### src/rtl/spi_command_dispatcher.sv
// Decodes completed SPI command8/address16/data32 transactions into RAM write, read-back and block-fill operations.
// Optional macro SPI_DISPATCH_ADDRESS_CHECK_EN rejects addresses beyond the RAM depth instead of aliasing them.
module spi_command_dispatcher #(
    parameter int ADDR_WIDTH   = 8,
    parameter int DATA_WIDTH   = 32,
    parameter int READ_LATENCY = 1
) (
    input  logic                  clock,
    input  logic                  reset_active_low,
    input  logic                  transaction_valid,
    input  logic [7:0]            command8,
    input  logic [15:0]           address16,
    input  logic [DATA_WIDTH-1:0] data32,
    output logic                  ram_write_enable,
    output logic [ADDR_WIDTH-1:0] ram_write_address,
    output logic [DATA_WIDTH-1:0] ram_write_data,
    output logic [ADDR_WIDTH-1:0] ram_read_address,
    input  logic [DATA_WIDTH-1:0] ram_read_data,
    output logic [DATA_WIDTH-1:0] data32_to_master,
    output logic                  busy,
    output logic [7:0]            error_count
);

    typedef enum logic [1:0] {
        IDLE,
        WRITE,
        READ_WAIT,
        FILL
    } state_t;

    localparam logic [7:0]            CMD_NOP   = 8'h00;
    localparam logic [7:0]            CMD_WRITE = 8'h01;
    localparam logic [7:0]            CMD_READ  = 8'h02;
    localparam logic [7:0]            CMD_FILL  = 8'h03;
    localparam logic [ADDR_WIDTH-1:0] MAX_ADDR  = '1;
    localparam logic [1:0]            LAST_WAIT = 2'(READ_LATENCY);

    state_t     state;
    state_t     state_next;
    logic [1:0] wait_count;
    logic       idle;
    logic       addr_in_range;
    logic       is_mem_cmd;
    logic       start_write;
    logic       start_read;
    logic       start_fill;
    logic       reject;
    logic       capture;
    logic       last_fill;

`ifdef SPI_DISPATCH_ADDRESS_CHECK_EN
    localparam logic [16:0] ADDR_LIMIT = 17'(2 ** ADDR_WIDTH);
`else
    // Upper address bits are deliberately dropped so out-of-range addresses alias.
    logic unused_address_bits;
    assign unused_address_bits = ^address16[15:ADDR_WIDTH];
`endif

    assign busy = (state != IDLE);

    // NOTE: every always_comb output gets a default first so no path can infer a latch.
    always_comb begin
        addr_in_range = 1'b1;
`ifdef SPI_DISPATCH_ADDRESS_CHECK_EN
        addr_in_range = ({1'b0, address16} < ADDR_LIMIT);
`endif
        idle        = (state == IDLE);
        is_mem_cmd  = (command8 == CMD_WRITE) || (command8 == CMD_READ) || (command8 == CMD_FILL);
        start_write = transaction_valid && idle && (command8 == CMD_WRITE) && addr_in_range;
        start_read  = transaction_valid && idle && (command8 == CMD_READ)  && addr_in_range;
        start_fill  = transaction_valid && idle && (command8 == CMD_FILL)  && addr_in_range;
        reject      = transaction_valid &&
                      (!idle || (!is_mem_cmd && command8 != CMD_NOP) || (is_mem_cmd && !addr_in_range));
        capture     = (state == READ_WAIT) && (wait_count == LAST_WAIT);
        last_fill   = (state == FILL) && (ram_write_address == MAX_ADDR);

        state_next = state;
        case (state)
            IDLE: begin
                if (start_write)     state_next = WRITE;
                else if (start_read) state_next = READ_WAIT;
                else if (start_fill) state_next = FILL;
            end
            WRITE:     state_next = IDLE;
            READ_WAIT: if (capture)   state_next = IDLE;
            FILL:      if (last_fill) state_next = IDLE;
            default:   state_next = IDLE;
        endcase
    end

    // NOTE: sequential state uses non-blocking assignments so every flop samples pre-edge values.
    always_ff @(posedge clock or negedge reset_active_low) begin
        if (!reset_active_low) state <= IDLE;
        else                   state <= state_next;
    end

    always_ff @(posedge clock or negedge reset_active_low) begin
        if (!reset_active_low) begin
            ram_write_enable  <= 1'b0;
            ram_write_address <= '0;
            ram_write_data    <= '0;
            ram_read_address  <= '0;
            data32_to_master  <= '0;
            error_count       <= '0;
            wait_count        <= '0;
        end else begin
            // The write address register doubles as the fill pointer; the strobe stays high through a fill.
            if (start_write || start_fill) begin
                ram_write_enable  <= 1'b1;
                ram_write_address <= address16[ADDR_WIDTH-1:0];
                ram_write_data    <= data32;
            end else if (state == FILL && !last_fill) begin
                ram_write_address <= ram_write_address + 1'b1;
            end else begin
                ram_write_enable <= 1'b0;
            end

            if (start_read) begin
                ram_read_address <= address16[ADDR_WIDTH-1:0];
                wait_count       <= '0;
            end else if (state == READ_WAIT) begin
                wait_count <= wait_count + 2'd1;
            end

            if (capture) data32_to_master <= ram_read_data;

            if (reject && error_count != 8'hFF) error_count <= error_count + 8'd1;
        end
    end

endmodule

### config.mk
export PLATFORM = sky130hd
export DESIGN_NAME = spi_command_dispatcher
export DESIGN_NICKNAME = d
export VERILOG_FILES = /design/src/rtl/spi_command_dispatcher.sv
export SDC_FILE = /design/constraint.sdc
export NUM_CORES = 1
export LEC_CHECK = 0
export CAP_MARGIN = 15
export CORE_ASPECT_RATIO = 2
export CORE_UTILIZATION = 35
export CTS_CLUSTER_DIAMETER = 200
export CTS_CLUSTER_SIZE = 14
export DETAILED_ROUTE_END_ITERATION = 10
export PLACE_DENSITY = 0.78
export SYNTH_ARGS = -nofsm -noshare
export SYNTH_HDL_FRONTEND = slang
export SYNTH_SLANG_ARGS = --single-unit
### constraint.sdc
create_clock -name clock -period 2.15 [get_ports clock]
set_input_delay 0.43 -clock clock [delete_from_list [all_inputs] [get_ports clock]]
set_output_delay 0.43 -clock clock [all_outputs]
set_load 0.05 [all_outputs]
### Word-level counts from Yosys, hierarchy flattened

Cells that the tools add are included.
W data, S select, Z words.

| storage, ports and cells | value |
|---|---|
| flip-flop bits (word level) | 93 |
| bits in latches | 0 |
| bits in writable memories | 0 |
| bits in read-only memories | 0 |
| input bits | 91 |
| output and inout port bits | 90 |
| logic and storage cells | 59 |
| memories | 0 |

| operators by class | value |
|---|---|
| add/subtract/negate cells | 3 |
| multipliers | 0 |
| divide/modulo/power cells | 0 |
| $lt $le $gt $ge | 0 |
| eq/ne operators | 13 |
| shifts and indexed selects | 0 |
| mux-type cells | 12 |
| bitwise logic cells | 0 |
| reductions and logical operators | 23 |

Operator list:

| cell | number |
|---|---|
| $add A8 B1 Y8 const B | 2 |
| $eq A8 B2 Y1 const B | 2 |
| $mux W8 | 2 |
| $mux W2 | 7 |
| $logic_and A1 B1 Y1 | 10 |
| $eq A8 B1 Y1 const B | 1 |
| $eq A8 B8 Y1 const B | 1 |
| $ne A8 B8 Y1 const B | 1 |
| $pmux W2 S4 | 1 |
| $reduce_bool A8 Y1 | 1 |
| $ne A2 B2 Y1 const B | 3 |
| $reduce_bool A2 Y1 | 3 |
| $eq A2 B1 Y1 const B | 2 |
| $eq A2 B2 Y1 const B | 2 |
| $logic_or A1 B1 Y1 | 4 |
| $ne A4 B1 Y1 const B | 1 |
| $logic_not A1 Y1 | 3 |
| $reduce_and A3 Y1 | 1 |
| $add A2 B1 Y2 const B | 1 |
| $logic_not A2 Y1 | 1 |
| $mux W1 | 2 |

### Longest topological paths before layout

Gate-level depths: netlist (run 1).

| logic depth | value |
|---|---|
| word-level depth | 8 |
| depth in mapped cells | 6 |
| gate-level depth less buffers | 5 |

### Least setup slack after synthesis (run 1)

Ideal clock, no wire load.

| path | value |
|---|---|
| path type | register -> register |
| from | register error_count[0] |
| to | register error_count[1] |
| setup time | 125 ps |
| data arrival time | 1745 ps |
| data required time | 2025 ps |
| setup slack | 281 ps |
| cell stages (with the launch flop) | 6 |
| buffers on the path | 0 |
| clock period less this slack | 1869 ps |
| cells stage by stage | dfrtp_1 ha_1 and3_1 nand3_1 nand2_1 mux2_2 |

| between the ends | value |
|---|---|
| word-level cells in the longest chain between the ends | 2 |
| elaborated cells on any way between the ends | 3 |
| those cells by class | 1 x add/sub; 1 x eq/ne; 1 x reduce/logical |

RTL lines:

| item | line | RTL |
|---|---|---|
| start, declared | 21 | `output logic [7:0] error_count` |
| start signal, assigned | 127 | `if (reject && error_count != 8'hFF) error_count <= error_count + 8'd1;` |
| branches (longest 2 deep; another with $add A8 B1 Y8) | -- |  |

Parallel ways; which one is timed is not known.
A chain may end at the register's enable or synchronous reset.

### Worst setup path in the final report (run 1)

| path | value |
|---|---|
| from | register ram_write_address[5] |
| to | output ram_write_address[5] |

RTL lines:

| item | line | RTL |
|---|---|---|
| start, declared | 15 | `output logic [ADDR_WIDTH-1:0] ram_write_address,` |
| start signal, assigned | 110 | `ram_write_address <= address16[ADDR_WIDTH-1:0];` |
| start signal, assigned | 113 | `ram_write_address <= ram_write_address + 1'b1;` |

No word-level cell between the ends.

==> metrics.csv, run 1 <==
metric;value;unit
worst skew pair latency;0.34;ns
P per Cell Area;1200;nW/um2
power consumption;7.25;mW
#FFs+latches synth;93;
r2r setup slk;0.40;ns
Slowest-stage cell, CP;clkdlybuf4s50_1;
max-cap violation count;0;
switch share;41.9;%
clock power share;20.3;%
Antenna Nets Post-Route;0;
total leakage power;2.72;nW
Worst path max stage delay;0.85;ns
CP delay by family, top;buffers and inverters;
FF-to-FF End;state[1];
Combinational Power Share;45.3;%
final WL;10300;um
Num Clock Sinks;93;
DRT iter0 DRCs;129;
Core ar.;10500;um2
Residual DRC;0;
placer's final routability congestion estimate;0.775;
Die Span X;75.5;um
CTS tree;built;
Max Freq;484;MHz
worst vdd ir;755;uV
Mapped Nets;424;
Sw Pwr;3.04;mW
Top Ports;181;
Critical Path, Cell by Cell;clkdlybuf4s50_1;
share of post-route cells with drive strength above 1;14.6;%
Synth Instances;330;
TritonCTS Buffers;9;
min cycle time layout;2.07;ns
critical path data required time;1.72;ns
dpl cells;641;
Clock Path Buffers;2;
hold_buf cts;0;
GRT Overall Usage;19.0;%
DR vias;3132;
IO Port Bufs;172;
CP Data Arrival Time;1.64;ns
Place WS;-0.101;ns
post-route cell area;6020;um2
post-CTS setup buffer count;0;
Worst Path Max Fanout;7;
Setup Skew;0.00867;ns
area delta synth->final;59.1;%
P_int;4.21;mW
Initial Utilization;36.1;%
final worst-path cycle share;96.1;%
Critical Path Start Type;register;
worst hold margin;0.0555;ns
Yosys cell types;32;
setup TNS;0;ns
Overflow after GRT;0;
Critical Path End Type;primary output;
antenna cells;0;
Reg2Reg Launch Point;ram_write_address[0];
vias in the first global route;3273;
post-DP HPWL;7850;um
outcome;complete, no violations;
Pins Over Slew Limit;0;
Final Hold Viols;0;
Seq/Total Area, Yosys;61.5;%
initial antenna violation count;0;
Via density;4.77;
final setup fails;0;
Site Rows;53;
H-tree levels;3;
Final #Nets;609;
Chip Height;149;um
worst-margin pin slew;0.544;ns
pin count of the biggest net entering global routing;40;
final core utilization;57.4;%
wire length of the first global-routing pass;15900;um
unrepaired setup endpoints after global routing;false;
Root Buffer;clkbuf_16;
DIE AREA;11200;um2
Rel. slew slack;63.6;%
drt wl/cell;15.7;um
Non-Filler Instances;657;
Clock Pin Slew Worst Setup and Hold Paths;0.07;ns
area post-placement;5740;um2
YS warnings;0;
PnR worst setup slack;0.0844;ns
Min-Delay Path Class;input port to async pin;
DR pass1 iterations;4;
Buf/Inv on CP;1;
Crit Path Category;register to primary output;
post-synthesis cell area;3780;um2
sequential share of power;34.4;%
Avg Synthesized Cell Area;11.5;um2
worst reg2reg path depth;4;
state kept, by name, indices dropped and copies added (netlist names):
register	flops
ram_write_enable	1
state	2
ram_write_address	8
ram_write_data	32
ram_read_address	8
data32_to_master	32
error_count	8
wait_count	2
worst max path at each step:
stage / endpoint / cells after the start / startpoint / slack [ns]
3_3_place_gp: ram_read_address[6] / 5 / command8[2] / -0.07
5_1_grt: ram_write_address[5] / 1 / ram_write_address[5] / 0.03
2_1_floorplan: error_count[1] / 5 / error_count[0] / 0.28
3_5_place_dp: ram_read_address[6] / 5 / command8[2] / -0.10
4_1_cts: ram_write_address[5] / 1 / ram_write_address[5] / 0.08
6_report: ram_write_address[5] / 1 / ram_write_address[5] / 0.08
synthesized netlist by cell type (all sizes together):
library cell / number / area, um2
o31ai: 5 / 42.5
o211ai: 2 / 15.0
and2: 1 / 6.26
o311ai: 1 / 8.76
nand2: 112 / 420
dfrtp: 93 / 2330
or2: 1 / 6.26
xnor2: 8 / 70.1
o211a: 1 / 10.0
inv: 4 / 15.0
ha: 3 / 37.5
mux2i: 2 / 20.0
nand3: 12 / 60.1
o21ai: 3 / 15.0
and4: 1 / 8.76
nand2b: 1 / 6.26
nor4: 2 / 42.5
and3: 10 / 62.6
a41oi: 1 / 8.76
nand4: 3 / 18.8
buf: 8 / 40.0
a21oi: 2 / 10.0
nor2: 7 / 36.3
nor3: 1 / 5.00
a211oi: 1 / 7.51
mux2: 41 / 462
a21boi: 1 / 7.51
clkbuf: 3 / 11.3
timing repair:
action	4_1_cts	5_1_grt
endpoints found under the setup margin	1	0
endpoints found under the hold margin	0	0
resized for setup	1	0
metal layers:
layer	routed length, um	global-route usage (%)	vias up	share of wire (%)
li1	-	-	1476	-
met4	385	9.35	0	3.7
met5	0	0	-	0
met1	3600	20.5	1514	35
met2	5750	33.5	120	56
met3	582	4.32	22	5.6
worst register-to-register path, cell delays in order (launching register included):
cell      delay, ns
dfrtp_1        0.41
ha_1           0.23
nand2_1        0.12
o31ai_2        0.53
o311ai_0       0.28
cells in the final DEF (no fill, tap or decap), drive strengths merged, types with 2 or more instances in the layout:
| cell | instances |
|---|---|
| a21oi | 2 |
| and3 | 10 |
| buf | 14 |
| clkbuf | 9 |
| clkdlybuf4s50 | 170 |
| clkinv | 3 |
| clkinvlp | 3 |
| dfrtp | 93 |
| ha | 3 |
| inv | 5 |
| mux2 | 41 |
| mux2i | 2 |
| nand2 | 112 |
| nand3 | 12 |
| nand4 | 3 |
| nor2 | 7 |
| nor4 | 2 |
| o211ai | 2 |
| o21ai | 3 |
| o31ai | 5 |
| xnor2 | 8 |
final cells by class:
cell class                 count  area [um2]
fill                         928        4460
sequential                    93        2330
timing repair buffer         185        1840
multi-input combinational    222        1390
clock buffer                   9         225
tap                          137         171
clock inverter                 7        50.0
inverter                       4        15.0
cells by family after synthesis:
logic type / Yosys count / share of synthesized area, %
flip-flops: 93 / 61.5
AND/OR/NAND/NOR: 151 / 17.8
multiplexers: 43 / 12.7
XOR/XNOR: 8 / 1.85
adder cells (fa/ha/maj): 3 / 0.993
buffers and inverters: 15 / 1.75
AO/OA/AOI/OAI: 17 / 3.31
power groups by stage:
stage | Clock [mW] | Combinational (mW) | Sequential, mW
2_1_floorplan | 0 | 0.527 | 4.04
3_3_place_gp | 0 | 3.25 | 2.49
3_5_place_dp | 0 | 3.31 | 2.52
4_1_cts | 1.51 | 3.31 | 2.49
5_1_grt | 1.59 | 3.44 | 2.56
6_report | 1.47 | 3.28 | 2.49
Power figures use the tool's default switching activity.
==> inputs of run 2 (changes only) <==
--- a/config.mk
+++ b/config.mk
@@ -11,7 +11,8 @@
 export CTS_CLUSTER_DIAMETER = 200
 export CTS_CLUSTER_SIZE = 14
 export DETAILED_ROUTE_END_ITERATION = 10
-export PLACE_DENSITY = 0.78
+export PLACE_DENSITY = 0.7
+export REMOVE_ABC_BUFFERS = 1
 export SYNTH_ARGS = -nofsm -noshare
 export SYNTH_HDL_FRONTEND = slang
 export SYNTH_SLANG_ARGS = --single-unit
==> run 2 against run 1 <==
  * Clock power up 16%
  * Global-route usage down 1.1 points
  * Final cell count unchanged
==> metrics.csv, run 2 (synthesis gave the netlist of run 1 again) <==
metric;value;unit;change
outcome;complete, no violations;;unchanged
commonest cells after routing, fill and taps aside;clkdlybuf4s50_1 (170), nand2_1 (112), dfrtp_1 (93);;unchanged
power consumption;7.46;mW;was 7.25 mW
PnR worst setup slack;0.104;ns;was 0.0844 ns
DR pass1 iterations;4;;unchanged
Core ar.;10500;um2;unchanged
min cycle time layout;2.05;ns;was 2.07 ns
worst vdd ir;619;uV;was 755 uV
wire length of the first global-routing pass;15100;um;was 15900 um
Final #Nets;609;;unchanged
hold_buf cts;0;;unchanged
drt wl/cell;14.7;um;was 15.7 um
pin count of the biggest net entering global routing;47;;was 40
worst-margin pin slew;0.546;ns;was 0.544 ns
Place WS;-0.0609;ns;was -0.101 ns
Final Hold Viols;0;;unchanged
Num Clock Sinks;93;;unchanged
area delta synth->final;61.0;%;was 59.1%
Worst Path Max Fanout;7;;unchanged
Antenna Nets Post-Route;0;;unchanged
total leakage power;2.77;nW;was 2.72 nW
FF-to-FF End;ram_read_address[4];;was state[1]
final WL;9640;um;was 10300 um
Pins Over Slew Limit;0;;unchanged
Critical Path Start Type;register;;unchanged
H-tree levels;3;;unchanged
dpl cells;641;;unchanged
CP Data Arrival Time;1.62;ns;was 1.64 ns
Max Freq;489;MHz;was 484 MHz
Clock Path Buffers;2;;unchanged
Reg2Reg Launch Point;state[1];;was ram_write_address[0]
Clock Pin Slew Worst Setup and Hold Paths;0.07;ns;about the same
P per Cell Area;1230;nW/um2;was 1200 nW/um2
antenna cells;0;;unchanged
Worst path max stage delay;0.84;ns;was 0.85 ns
DIE AREA;11200;um2;unchanged
share of post-route cells with drive strength above 1;14.6;%;unchanged
Chip Height;149;um;unchanged
final worst-path cycle share;95.2;%;was 96.1%
placer's final routability congestion estimate;0.787;;was 0.775
worst reg2reg path depth;6;;was 4
DR vias;3088;;was 3132
Crit Path Category;register to primary output;;unchanged
top flop regs;data32_to_master (32), ram_write_data (32);;unchanged
Top Ports;181;;unchanged
area of the multi-input gates;1390;um2;unchanged
commonest non-fill, non-tap cell in the layout;clkdlybuf4s50_1;;unchanged
Rel. slew slack;63.5;%;was 63.6%
Buf/Inv on CP;1;;unchanged
post-DP HPWL;7320;um;was 7850 um
Residual DRC;0;;unchanged
max-cap violation count;0;;unchanged
Initial Utilization;36.1;%;unchanged
Overflow after GRT;0;;unchanged
DRT iter0 DRCs;101;;was 129
CP delay by family, top;buffers and inverters;;unchanged
Root Buffer;clkbuf_16;;unchanged
Setup Skew;0.00786;ns;was 0.00867 ns
unrepaired setup endpoints after global routing;false;;unchanged
final setup fails;0;;unchanged
Site Rows;53;;unchanged
Critical Path, Cell by Cell;clkdlybuf4s50_1;;unchanged
CTS tree;built;;unchanged
Slowest-stage cell, CP;clkdlybuf4s50_1;;unchanged
r2r setup slk;0.47;ns;was 0.40 ns
critical path data required time;1.72;ns;about the same
Non-Filler Instances;657;;unchanged
worst skew pair latency;0.34;ns;about the same
fillers;929;;was 928
IO Port Bufs;172;;unchanged
Via density;4.70;;was 4.77
Critical Path End Type;primary output;;unchanged
initial antenna violation count;0;;unchanged
Min-Delay Path Class;input port to async pin;;unchanged
vias in the first global route;3147;;was 3273
Die Span X;75.5;um;unchanged
register area;2330;um2;unchanged
GRT Overall Usage;17.9;%;was 19.0%
TritonCTS Buffers;9;;unchanged
## run 2: cell count changes in the layout (fill, tap and decap cells not counted)
cell        change
clkinvlp_4      -3
buf_4           -2
clkinv_4        -1
inv_6           +2
buf_12          +2
bufinv_16       +2
## run 2: report_power, final
| part | internal, mW | switching (mW) | total, mW |
|---|---|---|---|
| clock network | 1.03 | 0.673 | 1.70 |
| registers | 2.21 | 0.286 | 2.49 |
| logic | 1.22 | 2.05 | 3.27 |
## run 2: metrics by stage
step	hold slack [ns]	utilization (%)	setup TNS, ns	cell area [um2]
3_5_place_dp	0.429	55.1	-0.413	5770
4_1_cts	0.0485	58.1	0	6090
5_1_grt	0.0694	58.1	0	6090
6_report	0.0450	58.1	0	6090
2_1_floorplan	0.134	-	0	3730
3_3_place_gp	0.413	55.1	-0.0905	5770
## run 2: layer usage
layer	routed length [um]	vias up	global-route usage, %	part of all wire, %
li1	-	1477	-	-
met1	3360	1478	18.5	35
met2	5430	112	32.1	56
met3	519	21	4.32	5.4
met4	331	0	9.26	3.4
met5	0	-	0	0
## run 2: worst reg2reg max path, cell delays in order, from the launching register on
cell	delay (ns)
dfrtp_1	0.37
buf_4	0.15
nor4_4	0.22
nand4_1	0.20
nor2_4	0.15
buf_12	0.14
mux2_2	0.33
## run 2: final cells by class
cell class	count	share of cell area, %
inverters	4	0.247
well taps	137	2.82
clock inverters	7	1.58
repair buffers	185	30.6
clock buffers	9	3.70
flip-flops and latches	93	38.2
multi-input cells	222	22.8
## run 2: how the worst max path moves through the flow
stage / startpoint / end / slack, ns / cells past startpoint
global route: ram_write_address[5] / ram_write_address[5] / 0.02 / 1
CTS: ram_write_address[5] / ram_write_address[5] / 0.08 / 1
detailed placement: command8[2] / ram_read_address[2] / -0.06 / 6
floorplan: command8[2] / ram_write_address[0] / 0.07 / 4
global placement: command8[2] / ram_read_address[0] / -0.01 / 6
finish: ram_write_address[5] / ram_write_address[5] / 0.10 / 1
## run 2: what timing repair did
item,4_1_cts,5_1_grt
endpoints found under the setup margin,1,0
gates resized for setup,1,0
buffers inserted,0,0
